<file path="config.mk">
export PLATFORM = sky130hd
export DESIGN_NAME = deserializer
export DESIGN_NICKNAME = d
export VERILOG_FILES = /design/src/rtl/deserializer.sv
export SDC_FILE = /design/constraint.sdc
export NUM_CORES = 2
export LEC_CHECK = 0
export BUFFER_PORTS_ARGS = -buffer_cell sky130_fd_sc_hd__buf_2
export CORE_MARGIN = 5
export CORE_UTILIZATION = 45
export DETAILED_ROUTE_END_ITERATION = 8
export PLACE_DENSITY = 0.68
export SLEW_MARGIN = 20
export SYNTH_ARGS = -nofsm -noshare
export SYNTH_HDL_FRONTEND = slang
export SYNTH_SLANG_ARGS = --single-unit
</file>
<file path="constraint.sdc">
create_clock -name clk -period 73.9 [get_ports clk]
set_input_delay 11.085 -clock clk [delete_from_list [all_inputs] [get_ports clk]]
set_output_delay 11.085 -clock clk [all_outputs]
set_load 0.1 [all_outputs]
</file>
<file path="src/rtl/deserializer.sv">
// Reassembles a stream of narrow words into wide words delivered over valid/ready.
// Optional saturating drop counter on overflow_count when DESER_OVF_COUNT_EN is defined.
module deserializer #(
    parameter int unsigned in_bit_width  = 32,
    parameter int unsigned out_bit_width = 512
) (
    input  logic                                              clk,
    input  logic                                              reset,
    input  logic                                              data_valid,
    input  logic [in_bit_width-1:0]                           data_in,
    input  logic                                              out_ready,
    output logic                                              out_valid,
    output logic [out_bit_width-1:0]                          data_out,
    output logic                                              overflow,
    output logic [$clog2(out_bit_width/in_bit_width)-1:0]     seg_count
`ifdef DESER_OVF_COUNT_EN
    ,
    output logic [15:0]                                       overflow_count
`endif
);

    localparam int unsigned num_segments = out_bit_width / in_bit_width;
    localparam int unsigned seg_w        = $clog2(num_segments);
    localparam int unsigned cnt_w        = 16;

    logic [out_bit_width-1:0] asm_q, asm_d;
    logic                     asm_full_q, asm_full_d;
    logic [out_bit_width-1:0] data_out_q, data_out_d;
    logic                     out_valid_q, out_valid_d;
    logic                     overflow_q, overflow_d;
    logic [seg_w-1:0]         seg_count_q, seg_count_d;

    logic drain;
    logic accept;
    logic last_seg;
    logic out_free;

    // A full assembly register blocks new words unless it drains on this same edge.
    always_comb begin
        drain    = out_valid_q && out_ready;
        accept   = data_valid && (!asm_full_q || drain);
        last_seg = accept && (seg_count_q == seg_w'(num_segments - 1));
        out_free = !out_valid_q || drain;

        asm_d       = asm_q;
        asm_full_d  = asm_full_q;
        data_out_d  = data_out_q;
        out_valid_d = out_valid_q;
        seg_count_d = seg_count_q;
        overflow_d  = data_valid && !accept;

        if (accept) begin
            for (int unsigned i = 0; i < num_segments; i++) begin
                if (seg_count_q == seg_w'(i)) begin
                    asm_d[i*in_bit_width +: in_bit_width] = data_in;
                end
            end
            seg_count_d = last_seg ? '0 : seg_count_q + seg_w'(1);
        end

        if (asm_full_q && drain) begin
            data_out_d  = asm_q;
            out_valid_d = 1'b1;
            asm_full_d  = 1'b0;
        end else if (last_seg && out_free) begin
            // Completed word bypasses asm, including the segment written this edge.
            data_out_d  = asm_d;
            out_valid_d = 1'b1;
        end else if (last_seg) begin
            asm_full_d  = 1'b1;
        end else if (drain) begin
            out_valid_d = 1'b0;
        end
    end

    always_ff @(posedge clk or posedge reset) begin
        if (reset) begin
            asm_q       <= '0;
            asm_full_q  <= 1'b0;
            data_out_q  <= '0;
            out_valid_q <= 1'b0;
            overflow_q  <= 1'b0;
            seg_count_q <= '0;
        end else begin
            asm_q       <= asm_d;
            asm_full_q  <= asm_full_d;
            data_out_q  <= data_out_d;
            out_valid_q <= out_valid_d;
            overflow_q  <= overflow_d;
            seg_count_q <= seg_count_d;
        end
    end

    assign out_valid = out_valid_q;
    assign data_out  = data_out_q;
    assign overflow  = overflow_q;
    assign seg_count = seg_count_q;

`ifdef DESER_OVF_COUNT_EN
    logic [cnt_w-1:0] ovf_cnt_q, ovf_cnt_d;

    // Saturating count of dropped words.
    always_comb begin
        ovf_cnt_d = ovf_cnt_q;
        if (overflow_d && (ovf_cnt_q != {cnt_w{1'b1}})) begin
            ovf_cnt_d = ovf_cnt_q + cnt_w'(1);
        end
    end

    always_ff @(posedge clk or posedge reset) begin
        if (reset) begin
            ovf_cnt_q <= '0;
        end else begin
            ovf_cnt_q <= ovf_cnt_d;
        end
    end

    assign overflow_count = ovf_cnt_q;
`endif

endmodule
</file>
Yosys cells after proc, flatten, opt, wreduce, memory -nomap -nowiden
Index checks and enable logic that the tools add are counted.
{"block": "word_totals", "ff_bits": 1031, "input_bits": 36, "out_inout_bits": 518, "wordCells": 68}
{"block": "op_classes", "addsub": 1, "n_eq_ne": 17, "muxes": 27, "n_reduce_logical": 17}
{"operator": "$mux W512", "count": 3}
{"operator": "$mux W32", "count": 16}
{"operator": "$eq A4 B4 Y1 const B", "count": 8}
{"operator": "$eq A4 B3 Y1 const B", "count": 4}
{"operator": "$eq A4 B2 Y1 const B", "count": 2}
{"operator": "$mux W1", "count": 7}
{"operator": "$logic_and A1 B1 Y1", "count": 6}
{"operator": "$add A4 B1 Y4 const B", "count": 1}
{"operator": "$eq A4 B1 Y1 const B", "count": 1}
{"operator": "$logic_not A4 Y1", "count": 1}
{"operator": "$mux W4", "count": 1}
{"operator": "$reduce_and A2 Y1", "count": 2}
{"operator": "$reduce_bool A2 Y1", "count": 2}
{"operator": "$logic_not A1 Y1", "count": 3}
{"operator": "$ne A3 B1 Y1 const B", "count": 1}
{"operator": "$reduce_bool A3 Y1", "count": 1}
{"operator": "$logic_or A1 B1 Y1", "count": 2}
{"operator": "$ne A2 B2 Y1 const B", "count": 1}

Longest topological paths before layout
{"block": "logic_depth", "word_depth": 7, "depth_mapped": 10, "depth_no_buf": 6}

Worst setup path before layout
OpenSTA, ideal clock, no wires.
{"block": "synth_path", "path_kind": "in2reg", "startpoint": "input out_ready", "endpoint": "register asm_q[450]", "setup_time_ns": 0.128, "arrival_ns": 12.310, "required_time_ns": 73.772, "setup_slack_ns": 61.463, "path_stages": 6, "path_buffers": 2, "cell_sequence": "a21bo_2 and2_1 clkbuf_2 nand4_1 buf_2 mux2_1"}
{"block": "synth_via", "elab_chain_len": 4}
{"item": "start, declared", "line_no": "11", "rtl": "input logic out_ready,"}
{"item": "$logic_and A1 B1 Y1", "line_no": "40", "rtl": "drain = out_valid_q && out_ready;"}
{"item": "$logic_or A1 B1 Y1", "line_no": "41", "rtl": "accept = data_valid && (!asm_full_q || drain);"}
{"item": "$logic_and A1 B1 Y1", "line_no": "41"}
{"item": "$mux W512", "line_no": "52", "rtl": "if (accept) begin"}
{"item": "named net asm_d[450]", "line_no": "26", "rtl": "logic [out_bit_width-1:0] asm_q, asm_d;"}
{"item": "end signal, assigned", "line_no": "85", "rtl": "asm_q <= asm_d;"}
{"item": "end, declared", "line_no": "26"}
The timed path passes the listed nets, and every way through them passes these cells.
A chain may end at the register's enable or synchronous reset.

==> metrics <==
Yosys cell types=37; vias in the first global route=28001; Nets=3904; Hold-fix buffers, CTS=0; Worst-path clk slew=0.06 ns; Cell Area, Placed=0.0466 mm²; flip-flop and latch area=0.0258 mm²; post-synthesis cell area=0.0434 mm²; Synth Area in Compound Gates=0.0606; slew at the pin closest to its max-slew limit=1.12 ns; Synth top area share=0.595; IO buf count=553; die width=320 µm; vias post-DR=27546; Fmax=69.1 MHz; Syn Nets=3517; Antenna Violating Nets Remaining=0; num ports=554; H-tree depth=3; Worst R2R Path Depth=5; Multi-input gate area=0.0160 mm²; core footprint=0.0953 mm²; WP buf/inv=6; remaining global-route overflow=0; PostCTS Resize Cnt=0; hold depth=2; Worst Hold Path EP=data_out[369]; FF-to-FF setup slack=70.00 ns; Synth Instances=3477; #FFs+latches synth=1031; antenna violations before repair=2; dominant synthesized flop cell=dfrtp_1; Syn Area/Cell=12.5 µm²; final wirelength=112000 µm; grt met1 use=0.310; num rows=113; Post-synth EDFFs=0; reg2reg end=data_out[363]; Syn. warnings=0; Synth-to-Final Area Change=15.6%; most used cell along the critical path=buf_4; met2 usage=0.340; Max clock buf depth=3; First-pass DRT Iterations=5; sequential share of the synthesized area=0.595; WL/cell=21.5 µm; DR DRC count=0; layout cells sized above 1=0.324; Critical-path top delay cell=buf_4; gp weighted congestion=0.774; post-route cell area=0.0501 mm²; mux cell area share after synthesis=0.251; Rel. slew slack=0.256; count leader, synth=dfrtp_1; post-CTS setup buffers=0; Required @ worst endpoint=74.57 ns; critical path launch point type=input pin; fraction of the cycle the final worst path needs=0.196; Crit path max-delay family=buffers and inverters; Hold WC Path Type=reg2reg; Critical Path AT=15.15 ns; cells along the critical path=buf_2, inv_8, buf_4, buf_4, buf_12, buf_4; CTS Buf Count=108; Clock Root Buffer=clkbuf_16; Filler cells=8242; largest net degree at the start of global routing=263; met3 GRT Util=0.0446; max_cap viols=0; Final min period=14.47 ns; Sinks on Clock Net=1031; simple-gate share of the synthesized area=0.0524; DRT iter0 DRCs=1692; first-pass GRT wire length=173000 µm; Post-Synth Adder-Cell Area=0.00115; Max Slew Vio Count=0; crit path kind=in2async; CP peak stage delay=0.81 ns; DR vias/cell=5.27; largest family of logic cells by synthesized area=multiplexers; TritonCTS clock tree=done; Commonest cells post-synth=1031 x dfrtp_1, 521 x nand2_1, 512 x mux2i_1; Final Setup Violations=0; area leader, netlist=dfrtp_1; die height=320 µm; Hold Crit Start=data_out[369]; xor-xnor portion of the synthesized cell area=0.000202; Final Worst Setup Slack=59.43 ns; Layout Skew=0.0276 ns; Initial Utilization=0.455; DP HPWL=71300 µm; top cells by area, synth=dfrtp_1 59%, mux2_2 12%, mux2i_1 12%; setup_tns=0 ns; pre-CTS setup slack=58.59 ns; Crit Reg-Reg Startpoint=seg_count[3]; Hold Violations, Final=0; outcome=finished, final reports clean; GRT Max-Usage Layer=met2; latest clock arrival within the worst-skew pair=0.68 ns; RSZ-0062 raised after global routing=false; CP max FO=150; crit end category=asynchronous set/reset pin; Tot GR Track Use=0.216; Post-synth ARST share=1.00; DIE AREA=0.103 mm²
==> stage by stage <==
stage                     cells  hold WS (ns)   util
after floorplan            3477         0.458      -
after global placement     5017         0.457  0.488
after detailed placement   5019         0.464  0.489
after CTS                  5220         0.478  0.526
after global routing       5220         0.498  0.526
final                      5223         0.471  0.526
==> worst reg2reg max path, stage by stage (launching register included) <==
cell and delay, ns:
dfrtp_1 0.64, a41oi_2 0.34, a21o_4 0.70, buf_4 0.84, buf_12 0.80, o21ai_0 0.40
==> area by class of cell <==
type                       count  area share
antenna                        3    0.000150
clock buffer                 171      0.0650
clock inverter                30     0.00574
inverter                       4    0.000449
multi-input combinational   2121       0.319
sequential                  1031       0.515
tap                         1265      0.0316
timing repair buffer         598      0.0637
==> cell families after synthesis <==
logic type	count (synthesis)
buffers and inverters	325
adders and majority gates	4
AOI/OAI and AO/OA	521
xor gates and xnor gates	1
and+or+nand+nor	571
muxes	1024
DFF	1031
==> how the worst max path moves through the flow <==
stage,start,to,slack (ns),depth (start not counted)
CTS,reset,asm_q[417],59.32,6
finish,reset,data_out[384],59.43,6
global placement,reset,asm_q[418],58.60,6
global route,reset,asm_q[483],58.78,6
detailed placement,reset,asm_q[417],58.59,6
floorplan,reset,asm_full_q,33.80,1
==> layout by cell type (no fill, tap or decap), types with 3 or more instances in the layout <==
cell / instances
mux2_2: 477
inv_1: 3
o21ai_1: 47
nor2_4: 14
bufinv_16: 4
inv_6: 6
nand2_2: 4
mux2_1: 35
dfrtp_1: 1031
clkinv_2: 16
buf_2: 553
diode_2: 3
o21ai_0: 469
nand3_1: 7
nand2_1: 518
nor3_4: 4
mux2i_1: 512
buf_12: 5
ha_1: 4
clkbuf_1: 32
clkbuf_8: 30
nand2b_1: 3
buf_4: 38
clkbuf_16: 109
nand3_2: 4
==> layer usage <==
metal	up-vias	wire, µm	share of wire
met5	-	0	0
met4	0	2380	0.021
met3	136	6280	0.056
met2	629	51900	0.46
met1	14050	51700	0.46
li1	12731	-	-
==> flip-flops by register name, indices dropped and copies added, names as in the netlist <==
| register | count |
|---|---|
| asm_full_q | 1 |
| out_valid | 1 |
| data_out | 512 |
| seg_count | 4 |
| asm_q | 512 |
| overflow | 1 |
Power is not shown: default switching activity piles up to over one toggle a cycle in this logic, so the estimate is an artifact.
